<file path="config.mk">
export PLATFORM = sky130hd
export DESIGN_NAME = spram_frame_arbiter
export DESIGN_NICKNAME = d
export VERILOG_FILES = /design/src/rtl/spram_frame_arbiter.sv
export SDC_FILE = /design/constraint.sdc
export NUM_CORES = 1
export LEC_CHECK = 0
export CORE_MARGIN = 4
export CORE_UTILIZATION = 40
export DETAILED_ROUTE_END_ITERATION = 10
export HOLD_SLACK_MARGIN = 0.1
export PLACE_DENSITY = 0.71
export SYNTH_ARGS = -nofsm -noshare
export SYNTH_HDL_FRONTEND = slang
export SYNTH_SLANG_ARGS = --single-unit
</file>
<file path="constraint.sdc">
create_clock -name clk -period 7.07 [get_ports clk]
set_clock_uncertainty 0.2 [all_clocks]
set_input_delay 1.7675 -clock clk [delete_from_list [all_inputs] [get_ports clk]]
set_output_delay 1.7675 -clock clk [all_outputs]
set_load 0.05 [all_outputs]
</file>
<file path="src/rtl/spram_frame_arbiter.sv">
// Shares one SP256K between a streaming frame writer (via a small FIFO)
// and a read-priority random-access reader, with drop accounting.
module spram_frame_arbiter #(
    parameter int ADDR_W      = 14,
    parameter int DATA_W      = 16,
    parameter int FRAME_WORDS = 16384,
    parameter int FIFO_DEPTH  = 4
) (
    input  logic              clk,
    input  logic              rst_n,
    input  logic              wr_valid,
    input  logic              wr_sof,
    input  logic [DATA_W-1:0] wr_data,
    output logic              wr_ready,
    input  logic              rd_en,
    input  logic [ADDR_W-1:0] rd_addr,
    output logic [DATA_W-1:0] rd_data,
    output logic              rd_valid,
    output logic [ADDR_W-1:0] ram_addr,
    output logic [15:0]       ram_din,
    output logic              ram_we,
    output logic [3:0]        ram_maskwe,
    input  logic [15:0]       ram_dout,
    output logic              frame_wrap,
    output logic              overflow,
    input  logic              ovf_clr,
    output logic [7:0]        drop_cnt
);

    localparam int PW = $clog2(FIFO_DEPTH);
    localparam logic [ADDR_W-1:0] LAST = ADDR_W'(FRAME_WORDS - 1);
    localparam logic [PW:0] FULL_CNT = (PW + 1)'(FIFO_DEPTH);

    logic [ADDR_W-1:0] r_fa [FIFO_DEPTH];
    logic [DATA_W-1:0] r_fd [FIFO_DEPTH];
    logic [PW-1:0]     r_wp;
    logic [PW-1:0]     r_rp;
    logic [PW:0]       r_cnt;
    logic [ADDR_W-1:0] r_wa;
    logic [ADDR_W-1:0] r_ram_addr;
    logic [15:0]       r_ram_din;
    logic              r_ram_we;
    logic              r_rd_p1;
    logic              r_rd_v;
    logic              r_wrap;
    logic              r_ovf;
    logic [7:0]        r_drop;

    logic              w_full;
    logic              w_empty;
    logic              w_push;
    logic              w_pop;
    logic              w_drop;
    logic [ADDR_W-1:0] w_asg;
    logic              w_last;
    logic              w_unused;

    assign w_full  = (r_cnt == FULL_CNT);
    assign w_empty = (r_cnt == '0);
    // Fullness is judged at the start of the cycle; a same-cycle pop never frees a slot.
    assign w_push  = wr_valid & ~w_full;
    assign w_drop  = wr_valid & w_full;
    assign w_pop   = ~rd_en & ~w_empty;
    assign w_asg   = wr_sof ? '0 : r_wa;
    assign w_last  = (w_asg == LAST);

    always_ff @(posedge clk) begin
        if (w_push) begin
            r_fa[r_wp] <= w_asg;
            r_fd[r_wp] <= wr_data;
        end
    end

    always_ff @(posedge clk) begin
        if (!rst_n) begin
            r_wp  <= '0;
            r_rp  <= '0;
            r_cnt <= '0;
        end else begin
            if (w_push) r_wp <= r_wp + PW'(1);
            if (w_pop)  r_rp <= r_rp + PW'(1);
            unique case ({w_push, w_pop})
                2'b10:   r_cnt <= r_cnt + (PW + 1)'(1);
                2'b01:   r_cnt <= r_cnt - (PW + 1)'(1);
                default: r_cnt <= r_cnt;
            endcase
        end
    end

    // Dropped pixels still advance the counter so later pixels keep their position.
    always_ff @(posedge clk) begin
        if (!rst_n) begin
            r_wa   <= '0;
            r_wrap <= 1'b0;
        end else begin
            r_wrap <= wr_valid & w_last;
            if (wr_valid) r_wa <= w_last ? '0 : w_asg + ADDR_W'(1);
        end
    end

    always_ff @(posedge clk) begin
        if (!rst_n) begin
            r_ovf  <= 1'b0;
            r_drop <= '0;
        end else if (ovf_clr) begin
            r_ovf  <= 1'b0;
            r_drop <= '0;
        end else if (w_drop) begin
            r_ovf <= 1'b1;
            if (r_drop != 8'hFF) r_drop <= r_drop + 8'd1;
        end
    end

    always_ff @(posedge clk) begin
        if (!rst_n) begin
            r_ram_addr <= '0;
            r_ram_din  <= '0;
            r_ram_we   <= 1'b0;
            r_rd_p1    <= 1'b0;
            r_rd_v     <= 1'b0;
        end else begin
            r_rd_p1 <= rd_en;
            r_rd_v  <= r_rd_p1;
            if (rd_en) begin
                r_ram_addr <= rd_addr;
                r_ram_we   <= 1'b0;
            end else if (!w_empty) begin
                r_ram_addr <= r_fa[r_rp];
                r_ram_din  <= 16'(r_fd[r_rp]);
                r_ram_we   <= 1'b1;
            end else begin
                r_ram_we <= 1'b0;
            end
        end
    end

    assign w_unused   = ^ram_dout;
    assign wr_ready   = ~w_full;
    assign rd_data    = ram_dout[DATA_W-1:0];
    assign rd_valid   = r_rd_v;
    assign ram_addr   = r_ram_addr;
    assign ram_din    = r_ram_din;
    assign ram_we     = r_ram_we;
    assign ram_maskwe = 4'b1111;
    assign frame_wrap = r_wrap;
    assign overflow   = r_ovf;
    assign drop_cnt   = r_drop;

endmodule

</file>
# Yosys cells after proc, flatten, opt, wreduce, memory -nomap -nowiden
# Memory sizes are Yosys's and may differ from the RTL's. A register that Yosys moved wholly into a read port is not among the register bits.
# Index checks and enable logic that the tools add are counted.
# word_totals
reg_bits	48
elab_cells	50
ram_bits	120
out_inout_bits	63
mem_count	2
# op_classes
bitwise	8
addsub	6
reduce_logical	7
n_mux	10
n_eq_ne	6
# memory_table
name	words	width	rd	rd_ports_with_merged_regs	write_ports	line	rtl
r_fd	4	16	1	1	1	35	logic [DATA_W-1:0] r_fd [FIFO_DEPTH];
r_fa	4	14	1	1	1	34	logic [ADDR_W-1:0] r_fa [FIFO_DEPTH];
# op_table
op	n
2-to-1 mux 14 bit	4
adder 14 x 1 -> 14 bit (second input constant)	1
equality test 14 bit (second input constant)	1
adder 8 x 1 -> 8 bit (second input constant)	1
!= test 8 bit (second input constant)	1
case mux 3 bit (2 select lines)	1
adder 2 x 1 -> 2 bit (second input constant)	2
AND 1 bit	4
2-to-1 mux 2 bit	2
NOT 1 bit	4
AND reduction 2 bit	2
OR reduction 2 bit	2
adder 3 x 1 -> 3 bit (second input constant)	1
equality test 3 bit (second input constant)	1
logical NOT 3 bit	1
2-to-1 mux 1 bit	3
subtractor 3 x 1 -> 3 bit (second input constant)	1
equality test 2 x 1 -> 1 bit (second input constant)	1
equality test 2 bit (second input constant)	1
!= test 2 bit (second input constant)	1
nonzero test 2 bit	1
logical NOT 1 bit	1

# Logic depth before layout (Yosys ltp)
# Gate-level depths: netlist of the first run.
# depth
depth_word	5
depth_mapped	11

# Worst setup path before layout of the first run
# Ideal clock, no wire load.
# synth_timing
path_type	input to register
startpoint	input rd_en
endpoint	register r_cnt[2]
setup_time_ps	70
path_slack_ps	3066
arrival_ps	3733
t_required_ps	6800
n_path_buf	3
path_stages	11
path_cell_list	buf_2 -> or2_1 -> buf_2 -> inv_2 -> buf_4 -> ha_1 -> inv_1 -> fa_1 -> xor2_1 -> or3_1 -> a21oi_1
# synth_via
elab_chain_len	4
word_cells_on_any_way	6
# synth_lines
item	line	rtl
start, declared	15	input logic rd_en,
NOT 1 bit (no source line) (*)	--	
AND 1 bit (*)	63	assign w_pop = ~rd_en & ~w_empty;
via w_pop	52	logic w_pop;
equality test 2 x 1 -> 1 bit / equality test 2 bit (equally long branches)	82	unique case ({w_push, w_pop})
case mux 3 bit (2 select lines) / nonzero test 2 bit (equally long branches)	--	
end signal, assigned	83	2'b10: r_cnt <= r_cnt + (PW + 1)'(1);
end signal, assigned	84	2'b01: r_cnt <= r_cnt - (PW + 1)'(1);
end signal, assigned	85	default: r_cnt <= r_cnt;
end, declared	38	logic [PW:0] r_cnt;
# The timed path passes the listed nets; every way through them passes the cells marked *.
# A chain may end at the register's enable or synchronous reset.

# Final worst setup path of the first run
# layout_timing
startpoint	input rd_en
endpoint	register r_cnt[2]
# layout_via
elab_chain_len	4
word_cells_on_any_way	6
# layout_lines
item	line
NOT 1 bit (no source line) (*)	--
AND 1 bit (*)	63
equality test 2 x 1 -> 1 bit / equality test 2 bit (equally long branches)	82
case mux 3 bit (2 select lines) / nonzero test 2 bit (equally long branches)	--
# Every way passes the cells marked *; elsewhere a longest branch is shown, timed or not.

==> results.tsv, run 1 <==
stage	metric	value	unit
worst_setup_path	crit path capture type	register	
sta	max-slew violation count	0	
route	detailed-route via count	4497	
worst_setup_path	R2R cell count	9	
worst_setup_path	R2R Setup Slk	3.94	ns
route	vias per cell	5.366	
cells_and_area	Area Overhead vs Synth	19.92	%
worst_setup_path	critical path launch point type	input port	
sta	Max Fclk	225.4	MHz
placed_design	dpl cells	806	
yosys	Seq/Total Area, Yosys	65.72	%
flow_run	Max-Cap Viols	0	
cells_and_area	Finished Layout Cells	838	
pwr	Pleak	3.071	nW
yosys	synthesized cell area	7493	µm²
clocking	clk_lat worst skew	0.43	ns
sta	Final min period	4.436	ns
placed_design	dpl ws	2.208	ns
clocking	clk buf depth	2	
cells_and_area	final net count	656	
cells_and_area	filler cell count	1493	
route	Detail Route Antenna Nets	0	
cells_and_area	share of post-route cells with drive strength above 1	12.64	%
yosys	Yosys reg bits	186	
global_route	GRT Residual Overflow	0	
clocking	post-cts sizing count	0	
clocking	postcts setup bufs	0	
cells_and_area	n_diodes	0	
floorplanning	die area	20990	µm²
pwr	Worst VDD drop	257.4	µV
route	number of remaining DRC errors	0	
clocking	clk sink count	186	
clocking	CTS root buf	clkbuf_16	
sta	final period utilization	62.75	%
floorplanning	row count	49	
sta	unrepaired setup endpoints after global routing	false	
sta	TNS Setup	0	ns
clocking	CTS buffer count	17	
sta	Max transition margin	31.17	%
global_route	vias in the first global route	4614	
clocking	Hold Buf Count CTS	0	
yosys	most numerous cell in the Yosys netlist	edfxtp_1	
route	DR iter-0 viols	238	
clocking	TritonCTS clock tree	yes	
worst_setup_path	CP Max Fanout	18	
yosys	number of synthesized flops with an enable pin	120	
route	Avg WL per Cell	18.03	µm
sta	final hold viol count	0	
placed_design	dpl hpwl	9.823	mm
status	status	complete, no violations	
yosys	post-synth top area share	48.09	%
yosys	Yosys Warn Count	0	
yosys	Unique masters post-synth	53	
worst_setup_path	CP Capture Point	r_cnt[2]	
placed_design	GP Congestion	0.8015	
pwr	PwrDens	349.6	nW/µm²
worst_setup_path	CP Launch Point	rd_en	
yosys	Gate Count Post-Synth	535	
worst_setup_path	reg2reg start	r_cnt[0]	
global_route	initial antenna violation count	0	
route	Pre-Repair DR Iteration Count	4	
yosys	top post-synthesis cells by area	edfxtp_1 (48%), dfxtp_1 (18%), mux4_2 (9.0%)	
yosys	asr flop ratio synth	0	%
global_route	GRT Util Overall	15.06	%
worst_setup_path	Worst Setup Path Type	input port to register	
yosys	top cell type by total area after synthesis	edfxtp_1	
yosys	Post-synth top cells	edfxtp_1 (120), dfxtp_1 (66), a21oi_1 (45)	
sta	worst setup margin	2.634	ns
clocking	clock slew at reported path FFs	0.07	ns
floorplanning	Core Box Area	18210	µm²
worst_setup_path	WP data arrival	4.57	ns
global_route	first-pass GRT wire length	23.86	mm
worst_hold_path	Hold Crit Class	register to register	
worst_setup_path	worst r2r dst	r_cnt[2]	
sta	worst slew pin tran	1.031	ns
placed_design	IO buf count	78	
worst_setup_path	CP required	7.20	ns
floorplanning	Die X	144.9	µm
clocking	htree depth	4	
floorplanning	IO Pins	115	
floorplanning	Initial Utilization	41.15	%
yosys	ys flop type	edfxtp_1	
yosys	Syn Area/Cell	14.01	µm²
global_route	pin count of the biggest net entering global routing	36	
sta	WHS	0.2402	ns
floorplanning	Vert. Die Dim	144.9	µm
route	final wirelength	15.11	mm
sta	Setup-failing EPs final	0	
logic make-up after synthesis:
| group | after synthesis | share of synthesized area [%] |
|---|---|---|
| buf+inv | 60 | 4.275 |
| fa+ha+maj | 8 | 1.436 |
| compound gates | 92 | 7.080 |
| mux | 48 | 11.42 |
| xor+xnor | 7 | 0.8182 |
| flops | 186 | 65.72 |
| simple gates | 133 | 9.200 |
| other cells | 1 | 0.05004 |
layout make-up:
class | instances | area [µm²] | area share [%]
clock buffers | 25 | 581.8 | 6.475
clock inverters | 7 | 43.79 | 0.4873
inverters | 13 | 48.80 | 0.5430
multi-input cells | 292 | 2260 | 25.15
flip-flops and latches | 186 | 4925 | 54.80
well taps | 229 | 286.5 | 3.189
repair buffers | 86 | 840.8 | 9.357
metrics by stage:
step | area, µm² | util, % | power (mW)
3_5_place_dp | 8361 | 45.91 | 2.213
5_1_grt | 8986 | 49.35 | 3.292
6_report | 8986 | 49.35 | 3.141
3_3_place_gp | 8361 | 45.91 | 2.190
2_1_floorplan | 7505 | - | 1.982
4_1_cts | 8986 | 49.35 | 3.178
registers in the layout (all words and copies together) (netlist names), named ones only:
signal and count:
r_wp 2, ram_addr 14, r_wa 14, frame_wrap 1, r_fd 64, r_fa 56
overflow 1, ram_din 16, rd_valid 1, r_rd_p1 1, r_cnt 3, drop_cnt 8
ram_we 1, r_rp 2
routing by layer:
layer / vias to the layer above / routed length [µm] / track usage [%]
met5: - / 0 / 0
met4: 0 / 265 / 6.235
met3: 24 / 881 / 4.174
met2: 152 / 7181 / 23.69
met1: 2229 / 6782 / 19.79
li1: 2092 / - / -
power by group:
| part | leakage [nW] | internal, mW | switching [mW] |
|---|---|---|---|
| Combinational | 1.08 | 0.317 | 0.467 |
| Sequential | 1.68 | 1.30 | 0.0987 |
| Clock | 0.315 | 0.574 | 0.385 |
| Total | 3.07 | 2.19 | 0.951 |
placed cells by master, fill, tap and decap left out, drive strengths merged, types with 3 or more instances in the layout:
| cell type | count |
|---|---|
| mux2i | 18 |
| clkbuf | 25 |
| nor2 | 29 |
| nand2b | 3 |
| clkinv | 8 |
| or3 | 4 |
| o21ai | 29 |
| dfxtp | 66 |
| ha | 7 |
| a21oi | 45 |
| conb | 4 |
| mux4 | 30 |
| edfxtp | 120 |
| nand4 | 6 |
| and3 | 7 |
| nand2 | 44 |
| a31oi | 3 |
| inv | 12 |
| clkdlybuf4s50 | 78 |
| nor2b | 12 |
| xnor2 | 5 |
| a41oi | 3 |
| buf | 8 |
| and2 | 4 |
| nand3 | 10 |
| o211ai | 3 |
critical path: stages:
cell and delay [ns]:
clkdlybuf4s50_1 0.40, buf_4 0.24, or2_1 0.50, inv_2 0.36, ha_1 0.25, inv_1 0.06, fa_1 0.37, xor2_1 0.16
or3_1 0.31, a21oi_1 0.15
how the worst min path moves through the flow:
stage	startpoint	endpoint	slack, ns	cells after the start
floorplan	r_rd_p1	rd_valid	0.21	1
global placement	r_rd_p1	rd_valid	0.22	1
detailed placement	r_rd_p1	rd_valid	0.23	1
CTS	r_rd_p1	rd_valid	0.25	1
global route	r_rd_p1	rd_valid	0.29	1
finish	r_rd_p1	rd_valid	0.24	1
(Power assumes the default switching activity.)
==> inputs of run 2 (changes only) <==
--- a/config.mk
+++ b/config.mk
@@ -9,7 +9,7 @@
 export CORE_UTILIZATION = 40
 export DETAILED_ROUTE_END_ITERATION = 10
 export HOLD_SLACK_MARGIN = 0.1
-export PLACE_DENSITY = 0.71
+export PLACE_DENSITY = 0.74
 export SYNTH_ARGS = -nofsm -noshare
 export SYNTH_HDL_FRONTEND = slang
 export SYNTH_SLANG_ARGS = --single-unit
==> constraint.sdc (replaced) <==
create_clock -name clk -period 3.7 [get_ports clk]
set_clock_uncertainty 0.2 [all_clocks]
set_input_delay 0.925 -clock clk [delete_from_list [all_inputs] [get_ports clk]]
set_output_delay 0.925 -clock clk [all_outputs]
set_load 0.05 [all_outputs]
==> run 2 against run 1 <==
Net effect: critical path depth shrank 8; register-to-register slack worse by 2.9 ns; via count up 0.58%; final cell count grew 1.2%; count of clock-buffer cells in the layout is 6 lower; clock power up 88%; flip-flop and latch count stayed put; cell area grew 0.50%; routed wire length increased by 2.8%; global-route usage is 0.34 points higher; critical endpoint is now wr_ready; largest cell class unchanged.
==> results.tsv, run 2 (synthesized netlist as in run 1, its figures left out) <==
stage	metric	value	unit	change
status	status	complete, no violations		
floorplanning	row count	49		unchanged
clocking	clk sink count	186		unchanged
cells_and_area	max reg flops	64		unchanged
route	DR iter-0 viols	309		+30%
floorplanning	Vert. Die Dim	144.9	µm	unchanged
placed_design	IO buf count	78		unchanged
route	number of remaining DRC errors	0		unchanged
worst_setup_path	CP delay by family, top	buffers and inverters		
floorplanning	Initial Utilization	41.15	%	unchanged
worst_setup_path	critical path launch point type	register		
floorplanning	Die X	144.9	µm	unchanged
clocking	Hold Buf Count CTS	0		unchanged
worst_hold_path	Worst Hold Path EP	rd_valid		
clocking	TritonCTS clock tree	yes		
worst_setup_path	R2R Setup Slk	1.00	ns	-2.94 ns
global_route	met3 GRT Util	4.042	%	-0.13 points
worst_setup_path	Crit path largest cell delay	0.74	ns	+0.24 ns
worst_hold_path	Hold Crit Class	register to register		
route	final wirelength	15.54	mm	+2.8%
sta	final period utilization	85.27	%	
global_route	GRT Util Overall	15.40	%	+0.34 points
clocking	clk_lat worst skew	0.43	ns	about the same
sta	Setup-failing EPs final	0		unchanged
sta	worst slew pin tran	0.9661	ns	-0.06494 ns
worst_setup_path	Worst Setup Path Type	register to primary output		
cells_and_area	filler cell count	1492		-0.067%
route	detailed-route via count	4523		+0.58%
floorplanning	die area	20990	µm²	unchanged
clocking	clock slew at reported path FFs	0.06	ns	about the same
worst_setup_path	worst path buffer plus inverter count	1		-3
cells_and_area	commonest cells after routing, fill and taps aside	edfxtp_1 (120), clkdlybuf4s50_1 (78), dfxtp_1 (66)		
floorplanning	IO Pins	115		unchanged
global_route	grt met1 use	19.21	%	-0.58 points
sta	TNS Setup	0	ns	unchanged
worst_setup_path	R2R cell count	9		unchanged
cells_and_area	final net count	666		+1.5%
sta	final hold viol count	0		unchanged
clocking	htree depth	4		unchanged
worst_setup_path	crit path capture type	primary output		
route	vias per cell	5.334		-0.61%
worst_setup_path	WP data arrival	2.03	ns	-2.54 ns
global_route	grt peak-use layer	met2		
flow_run	Max-Cap Viols	0		unchanged
cells_and_area	Biggest register	r_fd		
placed_design	GP Congestion	0.8275		+3.2%
worst_setup_path	worst r2r dst	r_cnt[2]		
global_route	pin count of the biggest net entering global routing	29		-19%
clocking	post-cts sizing count	0		unchanged
placed_design	dpl hpwl	10.26	mm	+4.4%
sta	unrepaired setup endpoints after global routing	false		
cells_and_area	n_diodes	0		unchanged
worst_hold_path	Hold Crit Depth	1		unchanged
worst_setup_path	reg2reg start	r_cnt[2]		
worst_hold_path	origin of the worst min-delay path	r_rd_p1		
clocking	clk buf depth	2		unchanged
worst_setup_path	CP required	2.57	ns	-4.63 ns
placed_design	dpl ws	0.4511	ns	-1.757 ns
sta	Max Fclk	316.9	MHz	
global_route	GRT Residual Overflow	0		unchanged
placed_design	dpl cells	816		+1.2%
cells_and_area	Finished Layout Cells	848		+1.2%
clocking	CTS root buf	clkbuf_16		
route	Avg WL per Cell	18.32	µm	+1.6%
cells_and_area	share of post-route cells with drive strength above 1	14.05	%	+1.4 points
global_route	initial antenna violation count	0		unchanged
pwr	Worst VDD drop	533.8	µV	+110%
sta	worst setup margin	0.5449	ns	-2.089 ns
cells_and_area	Area Overhead vs Synth	20.52	%	
pwr	PwrDens	665.1	nW/µm²	+90%
worst_setup_path	Crit-path slowest cell	clkdlybuf4s50_1		
global_route	GR Util met2	25.80	%	+2.1 points
route	Pre-Repair DR Iteration Count	5		+1
worst_setup_path	worst path cell trace	or3b_1, clkdlybuf4s50_1		
sta	Max transition margin	35.51	%	+4.3 points
clocking	CTS buffer count	17		unchanged
pwr	Total Power	6.006	mW	+91%
route	Detail Route Antenna Nets	0		unchanged
global_route	first-pass GRT wire length	24.45	mm	+2.5%
sta	Final min period	3.155	ns	
pwr	Pleak	3.098	nW	+0.87%
worst_setup_path	CP Max Fanout	6		-12
global_route	vias in the first global route	4685		+1.5%
cells_and_area	most common cell after layout, fill and taps aside	edfxtp_1		
sta	max-slew violation count	0		unchanged
clocking	postcts setup bufs	0		unchanged
floorplanning	Core Box Area	18210	µm²	unchanged
==> run 2: cell type report <==
class,count,area (µm²),share of cell area [%]
inverter,13,48.80,0.5403
multi-input combinational,292,2260,25.02
tap,229,286.5,3.173
clock inverter,13,142.6,1.579
sequential,186,4925,54.53
timing repair buffer,96,915.9,10.14
clock buffer,19,452.9,5.015
==> run 2: stage by stage <==
step | utilization (%) | hold WS (ns) | cell area, µm²
after global routing | 49.60 | 0.2674 | 9031
after detailed placement | 46.33 | 0.2354 | 8436
after floorplan | - | 0.2119 | 7505
final | 49.60 | 0.2483 | 9031
after CTS | 49.60 | 0.2534 | 9031
after global placement | 46.33 | 0.2154 | 8436
==> run 2: metal layers <==
metal / routed length [µm] / part of all wire [%]
met1: 6730 / 43
met2: 7586 / 49
met3: 935 / 6.0
met4: 288 / 1.9
met5: 0 / 0
==> run 2: how the worst max path moves through the flow <==
stage	startpoint	end	slack [ns]	depth (start not counted)
6_report	r_cnt[2]	wr_ready	0.54	2
5_1_grt	r_cnt[2]	wr_ready	0.47	2
4_1_cts	r_cnt[2]	wr_ready	0.51	2
3_5_place_dp	rd_en	r_cnt[2]	0.45	9
3_3_place_gp	rd_en	r_cnt[2]	0.52	9
2_1_floorplan	rd_en	r_cnt[2]	0.54	11
==> run 2: worst register-to-register path: stages (launching register included) <==
cell and delay (ns):
dfxtp_1 0.40, or3b_1 0.46, and2_1 0.23, inv_1 0.08, ha_1 0.18, inv_1 0.06
fa_1 0.37, xor2_1 0.16, or3_1 0.31, a21oi_1 0.16
==> run 2: power by group <==
part           switching [mW]  total [mW]  internal [mW]  leakage (nW)
clock                   0.766        1.80           1.03         0.291
combinational           0.916        1.55          0.633          1.13
sequential              0.174        2.66           2.48          1.68
total                    1.86        6.01           4.15          3.10
